File: config.mk
export PLATFORM = sky130hd
export DESIGN_NAME = freq_tone_gen_flat
export DESIGN_NICKNAME = d
export VERILOG_FILES = /design/src/rtl/freq_tone_gen_if.sv /design/src/rtl/freq_tone_gen.sv /design/src/flat_wrapper.sv
export SDC_FILE = /design/constraint.sdc
export NUM_CORES = 1
export LEC_CHECK = 0
export BUFFER_PORTS_ARGS = -buffer_cell sky130_fd_sc_hd__buf_2
export CAP_MARGIN = 30
export CORE_ASPECT_RATIO = 0.7
export CORE_MARGIN = 1
export CORE_UTILIZATION = 54
export CTS_CLUSTER_DIAMETER = 200
export DETAILED_ROUTE_END_ITERATION = 12
export GPL_TIMING_DRIVEN = 0
export PLACE_DENSITY_LB_ADDON = 0.15
export SYNTH_ARGS = -nofsm -noshare
export SYNTH_HDL_FRONTEND = slang
export SYNTH_SLANG_ARGS = --single-unit
File: constraint.sdc
create_clock -name clk -period 3.9 [get_ports clk]
set_input_delay 0.39 -clock clk [delete_from_list [all_inputs] [get_ports clk]]
set_output_delay 0.39 -clock clk [all_outputs]
set_load 0.005 [all_outputs]
File: src/rtl/freq_tone_gen_if.sv
// Digit request handshake between a controller and freq_tone_gen.
interface freq_tone_gen_if;
    logic [3:0] digit_i;
    logic       digit_valid_i;
    logic       digit_ready_o;

    modport master (output digit_i, output digit_valid_i, input digit_ready_o);
    modport slave  (input digit_i, input digit_valid_i, output digit_ready_o);
endinterface

File: src/rtl/freq_tone_gen.sv
// Square-wave tone generator: DEPTH-cycle windows carry exactly step(digit) toggles.
// Optional seven-segment readout of the active digit when FREQ_TONE_GEN_SEG_EN is defined.
module freq_tone_gen #(
    parameter int DEPTH = 1000
) (
    input  logic                       clk,
    input  logic                       reset,
    freq_tone_gen_if.slave             dig,
    output logic                       sig_o,
    output logic                       win_done_o,
    output logic [$clog2(DEPTH+1)-1:0] toggles_o,
    output logic [3:0]                 active_digit_o
`ifdef FREQ_TONE_GEN_SEG_EN
    ,
    output logic [6:0]                 segments_o
`endif
);
    localparam int AW = $clog2(DEPTH) + 1;
    localparam int WW = $clog2(DEPTH);
    localparam int TW = $clog2(DEPTH + 1);
    localparam int SW = AW + 1;

    // step(d) = ceil(DEPTH*(2d+1)/20), the centre of each digit's bin
    function automatic logic [9:0][AW-1:0] build_steps();
        for (int d = 0; d < 10; d++) begin
            build_steps[d] = AW'((DEPTH * (2 * d + 1) + 19) / 20);
        end
    endfunction

    localparam logic [9:0][AW-1:0] STEP_TAB = build_steps();

    function automatic logic [3:0] sat_digit(input logic [3:0] d);
        return (d > 4'd9) ? 4'd9 : d;
    endfunction

`ifdef FREQ_TONE_GEN_SEG_EN
    function automatic logic [6:0] seg7(input logic [3:0] d);
        case (d)
            4'd0:    seg7 = 7'h3F;
            4'd1:    seg7 = 7'h06;
            4'd2:    seg7 = 7'h5B;
            4'd3:    seg7 = 7'h4F;
            4'd4:    seg7 = 7'h66;
            4'd5:    seg7 = 7'h6D;
            4'd6:    seg7 = 7'h7D;
            4'd7:    seg7 = 7'h07;
            4'd8:    seg7 = 7'h7F;
            4'd9:    seg7 = 7'h6F;
            default: seg7 = 7'h00;
        endcase
    endfunction
`endif

    typedef enum logic {IDLE, RUN} state_t;

    state_t          state_q, state_d;
    logic [AW-1:0]   acc_q;
    logic [WW-1:0]   win_cnt_q;
    logic [TW-1:0]   tally_q;
    logic            ready;
    logic            win_end;
    logic [AW-1:0]   step_cur;
    logic [SW-1:0]   sum;
    logic            wrap;
    logic [AW-1:0]   acc_next;

    always_ff @(posedge clk or negedge reset) begin
        if (!reset) begin
            state_q <= IDLE;
        end else begin
            state_q <= state_d;
        end
    end

    always_comb begin
        state_d = state_q;
        ready   = 1'b0;
        win_end = 1'b0;
        case (state_q)
            IDLE: begin
                ready = 1'b1;
                if (dig.digit_valid_i) begin
                    state_d = RUN;
                end
            end
            RUN: begin
                win_end = (win_cnt_q == WW'(DEPTH - 1));
                ready   = win_end;
            end
            default: state_d = IDLE;
        endcase
    end

    assign dig.digit_ready_o = ready;
    assign win_done_o        = win_end;

    // Bresenham accumulator: a wrap past DEPTH is one toggle
    always_comb begin
        step_cur = STEP_TAB[active_digit_o];
        sum      = SW'(acc_q) + SW'(step_cur);
        wrap     = (sum >= SW'(DEPTH));
        acc_next = wrap ? AW'(sum - SW'(DEPTH)) : AW'(sum);
    end

    always_ff @(posedge clk or negedge reset) begin
        if (!reset) begin
            acc_q          <= '0;
            win_cnt_q      <= '0;
            tally_q        <= '0;
            sig_o          <= 1'b0;
            toggles_o      <= '0;
            active_digit_o <= 4'd0;
        end else begin
            case (state_q)
                IDLE: begin
                    if (dig.digit_valid_i) begin
                        active_digit_o <= sat_digit(dig.digit_i);
                        acc_q          <= '0;
                        win_cnt_q      <= '0;
                        tally_q        <= '0;
                    end
                end
                RUN: begin
                    acc_q <= acc_next;
                    if (wrap) begin
                        sig_o <= ~sig_o;
                    end
                    if (win_end) begin
                        // report includes a toggle landing on the last cycle
                        win_cnt_q <= '0;
                        toggles_o <= tally_q + TW'(wrap);
                        tally_q   <= '0;
                        if (dig.digit_valid_i) begin
                            active_digit_o <= sat_digit(dig.digit_i);
                        end
                    end else begin
                        win_cnt_q <= win_cnt_q + WW'(1);
                        tally_q   <= tally_q + TW'(wrap);
                    end
                end
                default: ;
            endcase
        end
    end

`ifdef FREQ_TONE_GEN_SEG_EN
    always_comb begin
        segments_o = (state_q == IDLE) ? 7'h00 : seg7(active_digit_o);
    end
`endif
endmodule

File: src/flat_wrapper.sv
// flat-port wrapper written by rule: the top's interface ports become plain ports
module freq_tone_gen_flat 
#(
    parameter int DEPTH = 1000
)
  (clk, reset, sig_o, win_done_o, toggles_o, active_digit_o, dig_digit_i, dig_digit_valid_i, dig_digit_ready_o);
  freq_tone_gen_if dig_i ();
  input  logic clk;
  input  logic reset;
  output logic sig_o;
  output logic win_done_o;
  output logic [$clog2(DEPTH+1)-1:0] toggles_o;
  output logic [3:0] active_digit_o;
  input wire logic [$bits(dig_i.digit_i)-1:0] dig_digit_i;
  input wire logic [$bits(dig_i.digit_valid_i)-1:0] dig_digit_valid_i;
  output wire logic [$bits(dig_i.digit_ready_o)-1:0] dig_digit_ready_o;
  assign dig_i.digit_i = dig_digit_i;
  assign dig_i.digit_valid_i = dig_digit_valid_i;
  assign dig_digit_ready_o = dig_i.digit_ready_o;
  freq_tone_gen #(.DEPTH(DEPTH)) u_core (.clk(clk), .reset(reset), .dig(dig_i), .sig_o(sig_o), .win_done_o(win_done_o), .toggles_o(toggles_o), .active_digit_o(active_digit_o));
endmodule
### After elaboration in Yosys (flattened, before gate mapping)

Memory sizes are Yosys's and may differ from the RTL's.
Cells that the tools add are included.

* memories: 1
* register bits: 47
* bits in latches: 0
* ROM bits: 176
* word-level logic and storage cells: 39
* input bits: 7
* output and inout bits: 17
* memory bits (writable): 0

* shift-type cells: 0
* $lt $le $gt $ge: 3
* bitwise gates (word level): 2
* div/mod/pow operators: 0
* reductions and logical operators: 2
* $mul: 0
* equality and inequality tests: 3
* mux-type cells: 17
* add/subtract/negate cells: 4

Memory list
* (no name shown): words 16, bits a word 11, rd ports 1, clocked after Yosys merged registers in 0, wr ports 0, line freq_tone_gen.sv:99 `step_cur = STEP_TAB[active_digit_o];`

Operators by type and width (number)
* $pmux 10 s2: 2
* $mux 11: 3
* $mux 10: 3
* $pmux 11 s2: 1
* $add 11x11->12: 1
* $ge 12x10->1 const B: 1
* $mux 4: 3
* $sub 11x10->11 const B: 1
* $add 10x1->10: 1
* $add 10x1->10 const B: 1
* $eq 10x10->1 const B: 1
* $pmux 4 s2: 1
* $lt 4x5->1 const B: 1
* $gt 4x4->1 const B: 1
* $ne 2x2->1 const B: 2
* $reduce_and 2->1: 2
* $mux 1: 3
* $not 1->1: 2
* $pmux 1 s2: 1

### Depth between registers and ports, before layout

Gate-level depths: netlist (run 1).

* word-level depth: 7
* depth in mapped cells: 23
* gate-level depth less buffers: 21

### Least setup slack after synthesis (run 1)

No wires, ideal clock.

* path kind: flip-flop to flip-flop
* start: register u_core.active_digit_o[0]
* end: register u_core.tally_q[8]
* setup slack: -336 ps
* clock period less this slack: 4236 ps
* arrival time: 4108 ps
* buffers on the path: 2
* cell stages (with the launch flop): 24
* path through: dfrtp_1 > inv_1 > ha_1 > nor2_1 > a21oi_1 > nor2_1 > a21oi_1 > ha_1 > clkbuf_1 > a21o_1 > nor3_1 > a211oi_1 > nand3_2 > or3_1 > buf_2 > nand2_1 > ha_1 > ha_1 > and3_1 > and3_1 > and3_1 > o21ai_0 > nand2_1 > o21ai_0

* cells in the longest elaborated chain, start to end: 7

Ends and longest elaborated chain
* from (decl): line freq_tone_gen.sv:12 `output logic [3:0] active_digit_o`
* from (signal assigned): line freq_tone_gen.sv:117 `active_digit_o <= sat_digit(dig.digit_i);`
* from (signal assigned): line freq_tone_gen.sv:134 `active_digit_o <= sat_digit(dig.digit_i);`
* $mem_v2 16x11
* $mux 11 (not written as such): line freq_tone_gen.sv:99
* $add 11x11->12: line freq_tone_gen.sv:100 `sum = SW'(acc_q) + SW'(step_cur);`
* $ge 12x10->1: line freq_tone_gen.sv:101 `wrap = (sum >= SW'(DEPTH));`
* $add 10x1->10: line freq_tone_gen.sv:138 `tally_q <= tally_q + TW'(wrap);`
* $mux 10: line freq_tone_gen.sv:128 `if (win_end) begin`
* $pmux 10 s2: line freq_tone_gen.sv:114 `case (state_q)`
* to (signal assigned): line freq_tone_gen.sv:138
* to (decl): line freq_tone_gen.sv:59 `logic [TW-1:0] tally_q;`

Every way passes these cells. The select of a mux whose other input is x is not followed.
A chain may end at the register's enable or synchronous reset.

### Worst setup path in the final report (run 1)

* start: register u_core.active_digit_o[1]
* end: register u_core.tally_q[9]

The elaborated chain is that of the path after synthesis.

==> results of run 1 <==
[kinds of logic (layout without fill, tap and decap cells)]
kind of cell	count (synthesis)	count (layout)	synth area share, %
adder cells (fa/ha/maj)	17	17	7.470
flip-flops	46	46	39.05
AO/OA/AOI/OAI	91	91	21.52
AND/OR/NAND/NOR	123	123	21.18
multiplexers	7	7	2.674
XOR/XNOR	15	15	4.712
buffers and inverters	24	90	3.396
[path summary, 6_finish.rpt]
check / from / endpoint / slack [ps]
worst max-delay path: u_core.active_digit_o[1]$_DFFE_PN0P_ / u_core.tally_q[9]$_DFFE_PN0P_ / 100
worst min-delay path: dig_digit_i[2] / u_core.active_digit_o[2]$_DFFE_PN0P_ / 350
min in group asynchronous: reset / u_core.win_cnt_q[9]$_DFFE_PN0P_ / 470
worst max register to register: u_core.active_digit_o[1]$_DFFE_PN0P_ / u_core.tally_q[9]$_DFFE_PN0P_ / 100
worst min register to register: u_core.sig_o$_DFFE_PN0P_ / u_core.sig_o$_DFFE_PN0P_ / 470
max in group asynchronous: reset / u_core.active_digit_o[0]$_DFFE_PN0P_ / 2960
[power by group through the flow]
stage          sequential (mW)  clock (mW)  combinational, mW
2_1_floorplan            0.768           0               1.20
3_3_place_gp             0.800           0               1.41
3_5_place_dp             0.809           0               1.46
4_1_cts                  0.811       0.281               1.72
5_1_grt                  0.848       0.306               2.14
6_report                 0.824       0.282               1.96
[layout by cell type, fill, tap and decap left out, drive strengths merged, types with 3 or more instances in the layout]
master | synthesis | layout
nand2b | 7 | 7
nand3 | 12 | 12
xor2 | 3 | 3
o311ai | 3 | 3
dfrtp | 46 | 46
nor2 | 21 | 21
a21oi | 10 | 10
nand2 | 43 | 43
clkbuf | 10 | 13
and2 | 3 | 3
and3 | 8 | 8
mux2 | 4 | 4
nand4 | 8 | 8
mux2i | 3 | 3
a32oi | 4 | 4
o31ai | 3 | 3
o2111ai | 3 | 3
ha | 16 | 16
inv | 10 | 10
a22o | 4 | 4
clkinv | 1 | 3
buf | 3 | 63
xnor2 | 12 | 12
or3 | 3 | 3
a211oi | 4 | 4
o21ai | 40 | 40
or4 | 4 | 4
nor3 | 5 | 5
a21o | 3 | 3
[worst max-delay path: cells and delay by family (launching register included)]
family,cells,cell delay (ps)
xor+xnor,1,180
compound gates,4,630
buf+inv,3,420
simple gates,8,1100
fa+ha+maj,3,620
flops,1,400
mux,1,300
[flip-flops by register name (all words and copies together) (netlist names)]
signal and count:
u_core.acc_q 10, u_core.active_digit_o 4, u_core.sig_o 1, u_core.state_q 1
u_core.tally_q 10, u_core.toggles_o 10, u_core.win_cnt_q 10
[through the flow]
| stage | instance area [um2] | utilization (%) | TNS (ps) | total power, mW | setup slack (ps) |
|---|---|---|---|---|---|
| 2_1_floorplan | 2990 | - | 0 | 1.967 | 19.37 |
| 3_3_place_gp | 3196 | 60.78 | -2447 | 2.212 | -416.9 |
| 3_5_place_dp | 3216 | 61.16 | -2998 | 2.268 | -473.6 |
| 4_1_cts | 3577 | 68.04 | 0 | 2.811 | 6.852 |
| 5_1_grt | 3791 | 72.11 | -181.0 | 3.289 | -68.93 |
| 6_report | 3791 | 72.11 | 0 | 3.069 | 104.4 |
[timing repair]
item,in CTS,in global routing
cloned,1,0
endpoints found under the hold margin,8,0
hold buffers,1,0
setup buffers,22,15
resized for setup,28,23
endpoints found under the setup margin,12,12
pin swaps,18,21
[metal layers]
layer  part of all wire (%)  track usage [%]
met1                     49            40.78
met2                     43            40.46
met3                    4.8            4.167
met4                    2.4            9.073
met5                      0                0
[synthesized netlist by cell type, types with 3 or more instances]
master	count
nand4_1	7
or3_1	3
o2111ai_1	3
nand2b_1	7
o31ai_1	3
nand2_1	43
ha_1	16
inv_1	10
clkbuf_1	10
and3_1	7
nor2_1	21
a22o_1	4
mux2i_1	3
nand3_1	11
nor3_1	4
a21oi_1	10
mux2_2	3
a21o_1	3
a32oi_1	4
o21ai_0	38
xnor2_1	12
and2_1	3
or4_1	3
dfrtp_1	46
[final cells by class]
class                           instances  area share (%)
Multi-Input combinational cell        253           51.22
Sequential cell                        46           30.46
Timing Repair Buffer                   62           11.25
Tap cell                               72           2.376
Clock buffer                            5           1.815
Buffer                                 10           1.518
Inverter                               11           1.089
Clock inverter                          2          0.2640
==> results.sh, run 1 <==
export IMPL_sw_frac_of_total_pct=42.52
export IMPL_setup_viol=0
export IMPL_place_hpwl_um=5043
export IMPL_seq_area_frac_synth_pct=39.05
export IMPL_routed_wl_um=7608
export IMPL_viasPerCell=6.000
export IMPL_p_leak_nw=1.627
export IMPL_die_area_um2=5763
export IMPL_die_y_um=63.82
export IMPL_max_stage_delay_ps=400
export IMPL_endpoint_kind="register"
export IMPL_final_cells=461
export IMPL_die_w_um=90.31
export IMPL_final_nets=413
export IMPL_syn_inst=323
export IMPL_period_minus_slack_ps=3796
export IMPL_overflow=0
export IMPL_numCtsBuffers=5
export IMPL_cts_tree="done"
export IMPL_core_area_um2=5258
export IMPL_multiInputGateArea_um2=1942
export IMPL_clock_latency_ps=310
export IMPL_yosysWarnings=0
export IMPL_tightest_slew_ps=642.2
export IMPL_antenna_left=0
export IMPL_clock_sinks=46
export IMPL_combPwrFrac_pct=63.9
export IMPL_cts_root_buf="clkbuf_8"
export IMPL_arrival_ps=3970
export IMPL_ys_ff_latch=46
export IMPL_powerDensity_nw_per_um2=809.5
export IMPL_async_flop_share_pct=100.0
export IMPL_diodes=0
export IMPL_hold_violations=0
export IMPL_nFillCells=389
export IMPL_first_pass_iters=4
export IMPL_yosysTopAreaCell="dfrtp_1"
export IMPL_synth_cell_type_count=63
export IMPL_syn_nets=347
export IMPL_switching_power_mw=1.305
export IMPL_vias=2766
export IMPL_synth_ff_type="dfrtp_1"
export IMPL_ioPinCount=24
export IMPL_finalCritPeriodShare_pct=97.32
export IMPL_antenna_found_initial=0
export IMPL_gp_congestion=0.8474
export IMPL_cp_required_ps=4070
export IMPL_whs_path_depth=3
export IMPL_critical_path_peak_fanout=4
export IMPL_holdWs_ps=350.0
export IMPL_ys_top_cells_by_area="dfrtp_1 39%, ha_1 6.8%, o21ai_0 6.5%"
export IMPL_synth_edf_count=0
export IMPL_status="completed"
export IMPL_syn2layout_area_growth_pct=28.61
export IMPL_final_max_slew_viol_count=0
export IMPL_rr_worst_depth=20
export IMPL_num_rows=22
export IMPL_clk_pin_slew_ps=80
export IMPL_cts_max_level=2
export IMPL_slew_headroom_pct=57.03
export IMPL_drv_cap=0
export IMPL_path_cells="buf_4 -> buf_4 -> ha_1 -> nor2b_1 -> a211o_1 -> ha_4 -> nand2_1 -> a21oi_2 -> a221oi_4 -> buf_4 -> and3b_1 -> mux2_4 -> nand2_4 -> ha_4 -> and3_4 -> and3_4 -> and3_4 -> nand3_2 -> xor2_2 -> o21ai_1"
export IMPL_yosysTopAreaCellShare_pct=39.05
export IMPL_cts_max_path_buffers=2
export IMPL_worstHoldPathType="in2reg"
export IMPL_p_int_mw=1.764
export IMPL_avgSynthCellArea_um2=9.126
export IMPL_startpoint_type="register"
export IMPL_power_frac_clock_pct=9.2
export IMPL_layout_drive_gt1_share_pct=32.65
export IMPL_io_buffers=23
export IMPL_wl_per_cell_um=16.50
export IMPL_fmax_ghz=0.2635
export IMPL_seq_area_um2=1155
export IMPL_path_class="reg2reg"
export IMPL_drt_first_iter_violations=247
export IMPL_place_inst=419
export IMPL_grt_pass1_vias=2535
export IMPL_p_seq_share_pct=26.9
export IMPL_synth_area_um2=2948
export IMPL_crit_slowest_cell="dfrtp_1"
export IMPL_route_detailed_drc=0
export IMPL_grt_start_max_net_pins=39
export IMPL_initial_core_util_pct=56.07
export IMPL_fin_skew_ps=10.05
export IMPL_grt_pass1_wl_um=12390
export IMPL_grt_total_usage_pct=27.28
export IMPL_vdd_drop_max_mv=0.3713
No activity file was read; power rests on OpenSTA's default activity.
==> run 2: changes to the inputs <==
--- a/config.mk
+++ b/config.mk
@@ -9,7 +9,7 @@
 export CAP_MARGIN = 30
 export CORE_ASPECT_RATIO = 0.7
 export CORE_MARGIN = 1
-export CORE_UTILIZATION = 54
+export CORE_UTILIZATION = 50
 export CTS_CLUSTER_DIAMETER = 200
 export DETAILED_ROUTE_END_ITERATION = 12
 export GPL_TIMING_DRIVEN = 0
==> results.sh, run 2 (same netlist as run 1, synthesis figures left out) <==
export IMPL_status="completed"
export IMPL_io_buffers=23
export IMPL_p_int_mw=1.702
export IMPL_first_pass_iters=5
export IMPL_clock_sinks=46
export IMPL_p_total_mw=2.996
export IMPL_numCtsBuffers=5
export IMPL_antenna_found_initial=0
export IMPL_finalCritPeriodShare_pct=98.97
export IMPL_die_y_um=66.24
export IMPL_final_nets=406
export IMPL_core_area_um2=5450
export IMPL_final_cells=454
export IMPL_drv_cap=0
export IMPL_wl_per_cell_um=16.65
export IMPL_rsz0062_at_grt="yes"
export IMPL_cts_tree="done"
export IMPL_p_seq_share_pct=27.4
export IMPL_holdWs_ps=358.4
export IMPL_setup_tns_final_ps=0
export IMPL_setup_viol=0
export IMPL_hold_violations=0
export IMPL_initial_core_util_pct=54.09
export IMPL_gp_congestion=0.8247
export IMPL_switching_power_mw=1.294
export IMPL_power_frac_clock_pct=9.2
export IMPL_route_detailed_drc=0
export IMPL_cp_required_ps=4080
export IMPL_most_common_layout_cells="43 x dfrtp_1, 41 x nand2_1, 33 x o21ai_0"
export IMPL_cts_max_level=2
export IMPL_final_common_cell="dfrtp_1"
export IMPL_final_max_slew_viol_count=0
export IMPL_path_class="reg2reg"
export IMPL_slew_headroom_pct=55.83
export IMPL_period_minus_slack_ps=3860
export IMPL_combPwrFrac_pct=63.3
export IMPL_fmax_ghz=0.2591
export IMPL_p_leak_nw=1.583
export IMPL_cts_max_path_buffers=2
export IMPL_clk_pin_slew_ps=90
export IMPL_startpoint_type="register"
export IMPL_place_inst=419
export IMPL_grt_pass1_vias=2441
export IMPL_drt_first_iter_violations=283
export IMPL_vdd_drop_max_mv=0.4660
export IMPL_viasPerCell=5.976
export IMPL_sw_frac_of_total_pct=43.19
export IMPL_tightest_slew_ps=660.2
export IMPL_routed_wl_um=7560
export IMPL_clock_latency_ps=290
export IMPL_worstHoldPathType="in2reg"
export IMPL_grt_pass1_wl_um=11780
export IMPL_die_area_um2=6212
export IMPL_syn2layout_area_growth_pct=25.93
export IMPL_critical_path_peak_fanout=5
export IMPL_diodes=0
export IMPL_fin_skew_ps=10.21
export IMPL_antenna_left=0
export IMPL_powerDensity_nw_per_um2=807.1
export IMPL_die_w_um=93.78
export IMPL_num_rows=22
export IMPL_arrival_ps=4040
export IMPL_ioPinCount=24
export IMPL_overflow=0
export IMPL_layout_drive_gt1_share_pct=30.37
export IMPL_grt_total_usage_pct=24.30
export IMPL_place_hpwl_um=4953
export IMPL_vias=2713
export IMPL_cts_root_buf="clkbuf_8"
export IMPL_grt_start_max_net_pins=36
export IMPL_endpoint_kind="register"
## run 2: final timing paths
path                                                       from                              endpoint  slack (ps)  cells after the start
max                        u_core.active_digit_o[0]$_DFFE_PN0P_         u_core.tally_q[8]$_DFFE_PN0P_          40                     18
min                                              dig_digit_i[2]  u_core.active_digit_o[2]$_DFFE_PN0P_         360                      3
max reg2reg                u_core.active_digit_o[0]$_DFFE_PN0P_         u_core.tally_q[8]$_DFFE_PN0P_          40                     18
min reg2reg                            u_core.sig_o$_DFFE_PN0P_              u_core.sig_o$_DFFE_PN0P_         470                      1
max in group asynchronous                                 reset  u_core.active_digit_o[3]$_DFFE_PN0P_        2900                      3
min in group asynchronous                                 reset       u_core.win_cnt_q[7]$_DFFE_PN0P_         500                      2
## run 2: area by class of cell
| type | instances | area, um2 |
|---|---|---|
| inverter | 11 | 43.79 |
| timing repair buffer | 55 | 374.1 |
| sequential | 46 | 1155 |
| tap | 72 | 90.09 |
| fill | 430 | 1738 |
| multi-input combinational | 253 | 1916 |
| buffer | 10 | 57.56 |
| clock buffer | 7 | 76.32 |
## run 2: repair_timing
item / in CTS / in global routing
buffers inserted: 23 / 7
hold buffers: 1 / 0
endpoints found under the hold margin: 11 / 0
pin swaps: 14 / 15
resized for setup: 26 / 23
endpoints found under the setup margin: 12 / 12
## run 2: stage by stage
step	utilization [%]	cell area (um2)	setup WS [ps]
after floorplan	-	2990	19.37
after global placement	58.63	3196	-447.3
after detailed placement	59.00	3216	-477.9
after CTS	65.50	3570	0.05285
after global routing	68.11	3712	-80.28
final	68.11	3712	40.20
## run 2: power groups by stage
stage / combinational, mW / sequential, mW / clock (mW)
finish: 1.90 / 0.822 / 0.276
global route: 2.04 / 0.843 / 0.298
CTS: 1.68 / 0.810 / 0.280
detailed placement: 1.46 / 0.809 / 0
global placement: 1.41 / 0.801 / 0
floorplan: 1.20 / 0.768 / 0
## run 2: critical path, stage by stage (launching register included)
cell       delay, ps
dfrtp_2          410
inv_4             50
buf_4            150
xnor2_2          150
ha_1             360
and2_1           190
a221o_1          420
o2111ai_2        320
nand3_2          140
or3_4            400
nand2_4           90
ha_4             140
ha_4             140
and3_4           180
and3_4           200
and3_4           200
o21ai_1           60
nand2_1           70
o21ai_0           70
## run 2: metal layers
metal / up-vias / part of all wire (%) / global-route usage [%]
met5: - / 0 / 0
met4: 0 / 0.83 / 1.923
met3: 16 / 5.2 / 4.368
met2: 105 / 42 / 35.86
met1: 1280 / 52 / 37.88
li1: 1312 / - / -
